===== config.mk =====
export PLATFORM = sky130hd
export DESIGN_NAME = stu_multi_fork_controller
export DESIGN_NICKNAME = d
export VERILOG_FILES = /design/src/rtl/stu_multi_fork_controller.sv
export SDC_FILE = /design/constraint.sdc
export NUM_CORES = 1
export LEC_CHECK = 0
export ABC_CLOCK_PERIOD_IN_PS = 11200
export CAP_MARGIN = 40
export CORE_AREA = 2 2 223 225
export DETAILED_ROUTE_END_ITERATION = 10
export DIE_AREA = 0 0 225 227
export MAX_ROUTING_LAYER = met4
export PLACE_DENSITY = 0.87
export REMOVE_ABC_BUFFERS = 1
export SLEW_MARGIN = 20
export SYNTH_ARGS = -nofsm -noshare
export SYNTH_HDL_FRONTEND = slang
export SYNTH_SLANG_ARGS = --single-unit

===== constraint.sdc =====
create_clock -name clk -period 11.2 [get_ports clk]
set_input_delay 1.12 -clock clk [delete_from_list [all_inputs] [get_ports clk]]
set_output_delay 1.12 -clock clk [all_outputs]
set_load 0.02 [all_outputs]

===== src/rtl/stu_multi_fork_controller.sv =====
// Fork controller: L1 block dispatch across idle cores and predictor-gated L2 loop forks,
// with per-core task FSMs and a saturating history predictor table (HPT) trained on retirement.
module stu_multi_fork_controller #(
  parameter int NUM_CORES    = 4,
  parameter int BLOCK_SIZE   = 4,
  parameter int L1_SPLIT     = 2,
  parameter int MAX_L2_TASKS = 2,
  parameter int HPT_DEPTH    = 64,
  parameter int HPT_CTR_BITS = 2
) (
  input  logic                                           clk,
  input  logic                                           rst,
  input  logic [31:0]                                    pc_in,
  input  logic [BLOCK_SIZE*32-1:0]                       block_in,
  input  logic                                           block_valid_in,
  input  logic [1:0]                                     spec_level_in,
  input  logic [NUM_CORES-1:0]                           core_busy_in,
  input  logic [NUM_CORES-1:0]                           squash_in,
  input  logic [NUM_CORES-1:0]                           commit_in,
  input  logic [NUM_CORES-1:0]                           ctx_copy_done_in,
  output logic [NUM_CORES-1:0]                           l1_dispatch_valid_out,
  output logic [NUM_CORES*(BLOCK_SIZE/L1_SPLIT)*32-1:0]  l1_dispatch_data_out,
  output logic [NUM_CORES-1:0]                           ctx_copy_start_out,
  output logic [NUM_CORES-1:0]                           spec_start_out,
  output logic [NUM_CORES-1:0]                           task_active_out,
  output logic [NUM_CORES*32-1:0]                        spec_pc_out,
  output logic                                           hpt_update_pending_out
);
  // state  | meaning
  // FREE   | core idle, may take an L1 dispatch or an L2 fork
  // COPY   | context copy in flight for a forked task
  // ACTIVE | speculative task running
  // RETIRE | task finished, waiting for its HPT update slot
  localparam int SLOTS = BLOCK_SIZE / L1_SPLIT;
  localparam int CW    = (NUM_CORES > 1) ? $clog2(NUM_CORES) : 1;
  localparam int IW    = $clog2(HPT_DEPTH);
  localparam logic [HPT_CTR_BITS-1:0] CTR_INIT = HPT_CTR_BITS'(1 << (HPT_CTR_BITS-1));
  localparam logic [HPT_CTR_BITS-1:0] CTR_MAX  = '1;

  typedef enum logic [1:0] {FREE, COPY, ACTIVE, RETIRE} core_state_t;

  core_state_t             state_q [NUM_CORES];
  core_state_t             state_d [NUM_CORES];
  logic [31:0]             spc_q   [NUM_CORES];
  logic [31:0]             tpc_q   [NUM_CORES];
  logic [NUM_CORES-1:0]    inc_q, inc_d;
  logic [HPT_CTR_BITS-1:0] hpt_q   [HPT_DEPTH];

  logic [31:0] last_inst, imm, target;
  logic        trigger;

  assign last_inst = block_in[(BLOCK_SIZE-1)*32 +: 32];
  assign imm       = {{20{last_inst[31]}}, last_inst[7], last_inst[30:25], last_inst[11:8], 1'b0};
  assign target    = pc_in + 32'(4*(BLOCK_SIZE-1)) + imm;
  assign trigger   = block_valid_in && (last_inst[6:0] == 7'b1100011) && (target < pc_in);

  logic [NUM_CORES-1:0] eligible;
  int                   n_elig, n_live;
  logic                 dup;

  always_comb begin
    eligible = '0;
    n_elig   = 0;
    n_live   = 0;
    dup      = 1'b0;
    for (int i = 1; i < NUM_CORES; i++) begin
      if (state_q[i] == FREE && !core_busy_in[i]) begin
        eligible[i] = 1'b1;
        n_elig++;
      end
      if (state_q[i] == COPY || state_q[i] == ACTIVE) begin
        n_live++;
        if (tpc_q[i] == pc_in) dup = 1'b1;
      end
    end
  end

  // rank = position of the core among selected eligible cores; selects the interleaved words
  int rank;
  always_comb begin
    l1_dispatch_valid_out = '0;
    l1_dispatch_data_out  = '0;
    rank                  = 0;
    if (rst && spec_level_in == 2'd1 && block_valid_in && n_elig >= L1_SPLIT) begin
      for (int i = 1; i < NUM_CORES; i++) begin
        if (eligible[i] && rank < L1_SPLIT) begin
          l1_dispatch_valid_out[i] = 1'b1;
          for (int r = 0; r < L1_SPLIT; r++) begin
            if (rank == r) begin
              for (int j = 0; j < SLOTS; j++)
                l1_dispatch_data_out[(i*SLOTS+j)*32 +: 32] = block_in[(r+j*L1_SPLIT)*32 +: 32];
            end
          end
          rank++;
        end
      end
    end
  end

  logic [IW-1:0] hpt_idx;
  logic          predict, fork_found, fork_en;
  logic [CW-1:0] fork_core;

  assign hpt_idx = pc_in[IW+1:2];
  assign predict = hpt_q[hpt_idx][HPT_CTR_BITS-1];

  always_comb begin
    fork_core  = '0;
    fork_found = 1'b0;
    for (int i = 1; i < NUM_CORES; i++) begin
      if (eligible[i] && !fork_found) begin
        fork_core  = CW'(i);
        fork_found = 1'b1;
      end
    end
    fork_en = rst && spec_level_in == 2'd2 && trigger && fork_found &&
              (n_live < MAX_L2_TASKS) && predict && !dup;
  end

  logic                    svc_valid, svc_inc;
  logic [CW-1:0]           svc_core;
  logic [IW-1:0]           svc_idx;
  logic [HPT_CTR_BITS-1:0] svc_ctr, hpt_next;

  always_comb begin
    svc_valid = 1'b0;
    svc_core  = '0;
    svc_idx   = '0;
    svc_inc   = 1'b0;
    for (int i = 1; i < NUM_CORES; i++) begin
      if (state_q[i] == RETIRE && !svc_valid) begin
        svc_valid = 1'b1;
        svc_core  = CW'(i);
        svc_idx   = tpc_q[i][IW+1:2];
        svc_inc   = inc_q[i];
      end
    end
    svc_ctr = hpt_q[svc_idx];
    if (svc_inc) hpt_next = (svc_ctr == CTR_MAX) ? svc_ctr : svc_ctr + 1'b1;
    else         hpt_next = (svc_ctr == '0)      ? svc_ctr : svc_ctr - 1'b1;
  end

  always_comb begin
    inc_d              = inc_q;
    ctx_copy_start_out = '0;
    spec_start_out     = '0;
    for (int i = 0; i < NUM_CORES; i++) state_d[i] = state_q[i];
    for (int i = 1; i < NUM_CORES; i++) begin
      case (state_q[i])
        FREE: if (fork_en && fork_core == CW'(i)) begin
          state_d[i]            = COPY;
          ctx_copy_start_out[i] = 1'b1;
        end
        COPY: if (squash_in[i]) begin
          state_d[i] = RETIRE;
          inc_d[i]   = 1'b0;
        end else if (ctx_copy_done_in[i]) begin
          state_d[i]        = ACTIVE;
          spec_start_out[i] = 1'b1;
        end
        ACTIVE: if (squash_in[i]) begin
          state_d[i] = RETIRE;
          inc_d[i]   = 1'b0;
        end else if (commit_in[i]) begin
          state_d[i] = RETIRE;
          inc_d[i]   = 1'b1;
        end
        RETIRE: if (svc_valid && svc_core == CW'(i)) state_d[i] = FREE;
        default: state_d[i] = FREE;
      endcase
    end
  end

  always_comb begin
    task_active_out = '0;
    spec_pc_out     = '0;
    for (int i = 1; i < NUM_CORES; i++) begin
      task_active_out[i]     = (state_q[i] == COPY) || (state_q[i] == ACTIVE);
      spec_pc_out[i*32 +: 32] = spc_q[i];
    end
  end

  assign hpt_update_pending_out = svc_valid;

  always_ff @(posedge clk or negedge rst) begin
    if (!rst) begin
      for (int i = 0; i < NUM_CORES; i++) begin
        state_q[i] <= FREE;
        spc_q[i]   <= '0;
        tpc_q[i]   <= '0;
      end
      inc_q <= '0;
      for (int k = 0; k < HPT_DEPTH; k++) hpt_q[k] <= CTR_INIT;
    end else begin
      for (int i = 0; i < NUM_CORES; i++) begin
        state_q[i] <= state_d[i];
        if (fork_en && fork_core == CW'(i)) begin
          spc_q[i] <= target;
          tpc_q[i] <= pc_in;
        end
      end
      inc_q <= inc_d;
      if (svc_valid) hpt_q[svc_idx] <= hpt_next;
    end
  end
endmodule


# --- Word level (Yosys, flattened, before mapping) ---
# Cells that the tools add are included.
totals:
  ff_bits: 329
  inputBits: 181
  out_inout_bits: 401
  word_cells: 295
op_classes:
  addsub: 9
  n_lt_le_gt_ge: 8
  eq_ne: 39
  muxes: 108
  bitwise: 2
  reduce_logical: 53
ops:
  columns: ["cell", "n"]
  rows:
  - ["$mux 64", 7]
  - ["$mux 32", 7]
  - ["$mux 192", 1]
  - ["$add 32x2->32 const B", 5]
  - ["$bwmux 128", 1]
  - ["$eq 32x32->1", 3]
  - ["$lt 32x3->1 const B", 3]
  - ["$eq 32x2->1 const B", 2]
  - ["$logic_not 32->1", 2]
  - ["$mux 2", 30]
  - ["$mux 1", 49]
  - ["$add 32x32->32", 1]
  - ["$add 32x4->32 const B", 1]
  - ["$ge 32x3->1 const B", 1]
  - ["$lt 32x32->1", 1]
  - ["$logic_and 1x1->1", 27]
  - ["$bmux 2 s6", 2]
  - ["$eq 2x2->1 const B", 12]
  - ["$pmux 2 s4", 3]
  - ["$mux 6", 3]
  - ["$ne 3x3->1 const B", 6]
  - ["$ge 7x7->1 const B", 2]
  - ["$not 6->7", 2]
  - ["$demux 2 s6", 1]
  - ["15 further kinds", 47]

# --- Depth between registers and ports, before layout ---
depth:
  ltp_word: 19
  depth_mapped: 27
  depth_no_buf: 23

# --- Worst setup path before layout ---
# OpenSTA, ideal clock, no wires.
synth_path:
  path_kind: "input to output"
  from: "input port pc_in[2]"
  to: "output port ctx_copy_start_out[1]"
  arrival_time_ns: 6.398
  t_required_ns: 10.080
  path_slack_ns: 3.682
  stages: 25
  n_path_buf: 4
  path_cell_list: "buf_2 > buf_2 > inv_1 > ha_1 > inv_1 > ha_1 > inv_1 > fa_1 > nor2b_1 > o31a_1 > o21ai_0 > o21ai_0 > a221o_1 > a41o_1 > a221oi_1 > xor2_1 > inv_1 > ha_1 > a221oi_1 > o2111ai_1 > nor4_1 > nand3_1 > a2111oi_1 > clkbuf_1 > buf_2"
synth_via:
  elab_chain_cells: 12
  elab_cells_between_ends: 26
  cone_classes: "add/sub (2); order compare (1); eq/ne (3); mux (11); bitwise (1); reduce/logical (8)"
synth_rtl:
  columns: ["element", "line_no", "source"]
  rows:
  - ["start, declared", "13", "input logic [31:0] pc_in,"]
  - ["$add 32x4->32", "54", "assign target = pc_in + 32'(4*(BLOCK_SIZE-1)) + imm;"]
  - ["$add 32x32->32", "54", null]
  - ["net target[30]", "49", "logic [31:0] last_inst, imm, target;"]
  - ["$lt 32x32->1", "55", "assign trigger = block_valid_in && (last_inst[6:0] == 7'b1100011) && (target < pc_in);"]
  - ["$logic_and 1x1->1", "55", null]
  - ["$logic_and 1x1->1 (3 in series)", "116", "fork_en = rst && spec_level_in == 2'd2 && trigger && fork_found &&"]
  - ["$logic_and 1x1->1 (2 in series)", "117", "(n_live < MAX_L2_TASKS) && predict && !dup;"]
  - ["$logic_and 1x1->1", "150", "FREE: if (fork_en && fork_core == CW'(i)) begin"]
  - ["$mux 1", "150", null]
  - ["$mux 1", "149", "case (state_q[i])"]
  - ["end, declared", "23", "output logic [NUM_CORES-1:0] ctx_copy_start_out,"]
# The timed path passes the listed nets, and every way through them passes these cells. The select of a mux whose other input is x is not followed.

# --- Final worst setup path ---
layout_path:
  from: "input port pc_in[5]"
  to: "output port ctx_copy_start_out[1]"
# The elaborated chain is that of the path after synthesis.

==> reports/metrics.yaml <==
status: "completed"
via_per_inst: 5.92
dpl.hpwl_um: 65200
period_share_pct: 86.9
slew_violations: 0
numPortBuffers: 477
pwr-share-clk_pct: 24.2
synth_cell_types: 76
initialDrtViolationCount: 2519
grt-busiest-layer: "met2"
grt_util_all_layers_pct: 33.7
met2_usage_pct: 49.0
nets: 2907
min_from: "inc_q[2]$_DFFE_PN0P_"
endpoint_kind: "primary output"
netlist.area_leader.share_pct: 30.2
die_h_um: 227
clk_pin_slew_ns: 0.05
cp-start-kind: "input pin"
p_int_mw: 2.87
cts_made_buffers: 36
htreeDepth: 2
place_area_um2: 26800
gr-usage-met1_pct: 41.4
synth_top_area_cell: "dfrtp_1"
irDropWorstVdd_uv: 223
cts_sinks: 326
synth_most_common_cell: "mux2_2"
rows: 81
drive_gt1_share_pct: 19.7
regToRegSetupSlack_ns: 6.10
cts_buffer_depth: 3
finalPower_mw: 4.98
netlist_instances: 2209
worstReg2RegEnd: "state_q[1]$_DFFE_PN0P_"
dieArea_um2: 51100
grt_pass1_wl_um: 125000
holdWs_ns: 0.500
hold_depth: 1
drtPass1Iterations: 6
reg2reg_depth: 14
avgSynthCellArea_um2: 9.84
tightest_slew_ns: 0.892
cts_tree: "done"
ys_ff_latch: 326
pwr-share-comb_pct: 46.4
synth_edf_count: 0
p_leak_nw: 12.6
path_cells: "clkdlybuf4s50_1 -> ha_1 -> ha_1 -> o21ai_0 -> o21ai_0 -> a21o_1 -> a211oi_1 -> o31a_1 -> or2_2 -> o41ai_1 -> xnor2_1 -> inv_1 -> ha_1 -> nor2_1 -> nand3_1 -> a221oi_1 -> o2111ai_1 -> nor4_1 -> nand3_1 -> a2111oi_2 -> clkdlybuf4s50_1"
grtUsageMet3_pct: 12.4
grt_overflow: 0
cts.hold.buffers_added: 0
initial_core_util_pct: 44.8
grt_pass1_vias: 19300
slowest_stage: "clkdlybuf4s50_1"
maxSlewHeadroom_pct: 40.5
pin_count: 582
drv_cap: 0
p_seq_share_pct: 29.5
netlist_area_um2: 21700
drtAntennaViolNets: 0
rsz0062_at_grt: "false"
critPathMaxStageDelay_ns: 0.84
cts_root_buf: "clkbuf_16"
cellPowerDensity_nw_per_um2: 178
max_freq_ghz: 0.103
finalWeightedCongestion: 0.929
ys_warn_count: 0
area_delta_synth_final_pct: 29.0
clk_latency_ns: 0.56
holdPathEnd: "inc_q[2]$_DFFE_PN0P_"
antenna_found_initial: 11
sw_frac_of_total_pct: 42.4
critPathArrivalTime_ns: 8.61
crit_top_cell: "ha_1"
drc: 0
final_area_um2: 28000
synthTopCellsByCount: "312 x mux2_2, 262 x dfrtp_1, 241 x nand2_1"
worstReg2RegStart: "state_q[2]$_DFFE_PN0P_"
finalSetupViolCount: 0
cp-startpoint: "pc_in[5]"
post_cts_buffers: 0
die_x_um: 225
hp-class: "reg -> reg"
vias: 19400
ctsResizeCount: 0
drt-wirelength-per-cell_um: 26.4
ys_async_sr_fraction_pct: 100
critPathKind: "in -> out"
n_fill_cell: 3931
grt_max_degree: 119
wl_um: 86700
yosys-top-cells-area: "dfrtp_1 30%, mux2_2 16%, dfstp_2 7.7%"
worst-path-max-fanout: 8
p_switching_mw: 2.11
period_minus_slack_ns: 9.73
core_region_area_um2: 48500
final.setup_skew_ns: 0.0202
required_ns: 10.08
yosys_most_used_dff: "dfrtp_1"
hold_violations: 0
yosysSeqAreaShare_pct: 37.9
power groups by stage:
stage          sequential (mW)  combinational (mW)  clock (mW)
5_1_grt                   1.48                2.44        1.26
6_report                  1.47                2.31        1.20
3_3_place_gp              1.47                2.09           0
4_1_cts                   1.46                2.24        1.22
3_5_place_dp              1.48                2.21           0
2_1_floorplan             1.44                1.33           0
cell type report:
class	count	area [µm²]	area share, %
timing repair buffer	524	5250	18.7
clock buffer	51	1020	3.63
sequential	326	8240	29.4
antenna	13	32.5	0.116
inverter	93	349	1.24
multi-input combinational	1636	12200	43.5
tap	622	778	2.78
clock inverter	14	165	0.589
how the worst max path moves through the flow:
stage,endpoint,slack [ns]
3_5_place_dp,ctx_copy_start_out[1],1.68
2_1_floorplan,spec_pc_out[100]$_DFFE_PN0P_,-2.55
4_1_cts,ctx_copy_start_out[1],1.65
6_report,ctx_copy_start_out[1],1.47
5_1_grt,ctx_copy_start_out[1],1.29
3_3_place_gp,ctx_copy_start_out[1],1.69
sequential cells by signal, summed over array words and instances (netlist names):
register / cells
state_q: 6
inc_q: 3
spec_pc_out: 96
hpt_q: 128
tpc_q: 93
through the flow:
stage | setup TNS (ns) | std cells | util [%] | worst slack [ns]
after global placement | 0 | 3186 | 54.8 | 1.69
after detailed placement | 0 | 3197 | 55.1 | 1.68
after floorplan | -328.21 | 2055 | - | -2.55
final | 0 | 3279 | 57.8 | 1.47
after global routing | 0 | 3276 | 57.7 | 1.29
after CTS | 0 | 3262 | 57.6 | 1.65
metal layers:
| metal | up-vias | part of all wire, % |
|---|---|---|
| met1 | 9642 | 39 |
| met5 | - | 0 |
| met4 | 0 | 5.3 |
| li1 | 8346 | - |
| met2 | 1196 | 44 |
| met3 | 235 | 12 |
critical path: cells and delay by family:
family | cells | cell delay, ns
adder cells (fa/ha/maj) | 3 | 0.93
buffers and inverters | 3 | 1.74
XOR/XNOR | 1 | 0.35
AND/OR/NAND/NOR | 5 | 1.31
AO/OA/AOI/OAI | 9 | 3.12
placed cells by master, fill, tap and decap left out, drive strengths merged, types with 73 or more instances in the layout:
master	n
nand2	241
xor2	73
ha	108
a21oi	127
conb	100
dfrtp	262
inv	93
clkdlybuf4s50	476
nor2	142
mux2	312
cell families after synthesis:
| kind of cell | after synthesis | share of synthesized area, % |
|---|---|---|
| mux | 364 | 19.8 |
| compound gates | 352 | 10.6 |
| xor+xnor | 121 | 4.88 |
| other cells | 1 | 0.0173 |
| buf+inv | 346 | 7.98 |
| fa+ha+maj | 111 | 6.41 |
| flops | 326 | 37.9 |
| simple gates | 588 | 12.4 |
Note: power is estimated with default switching activity, not from simulation.
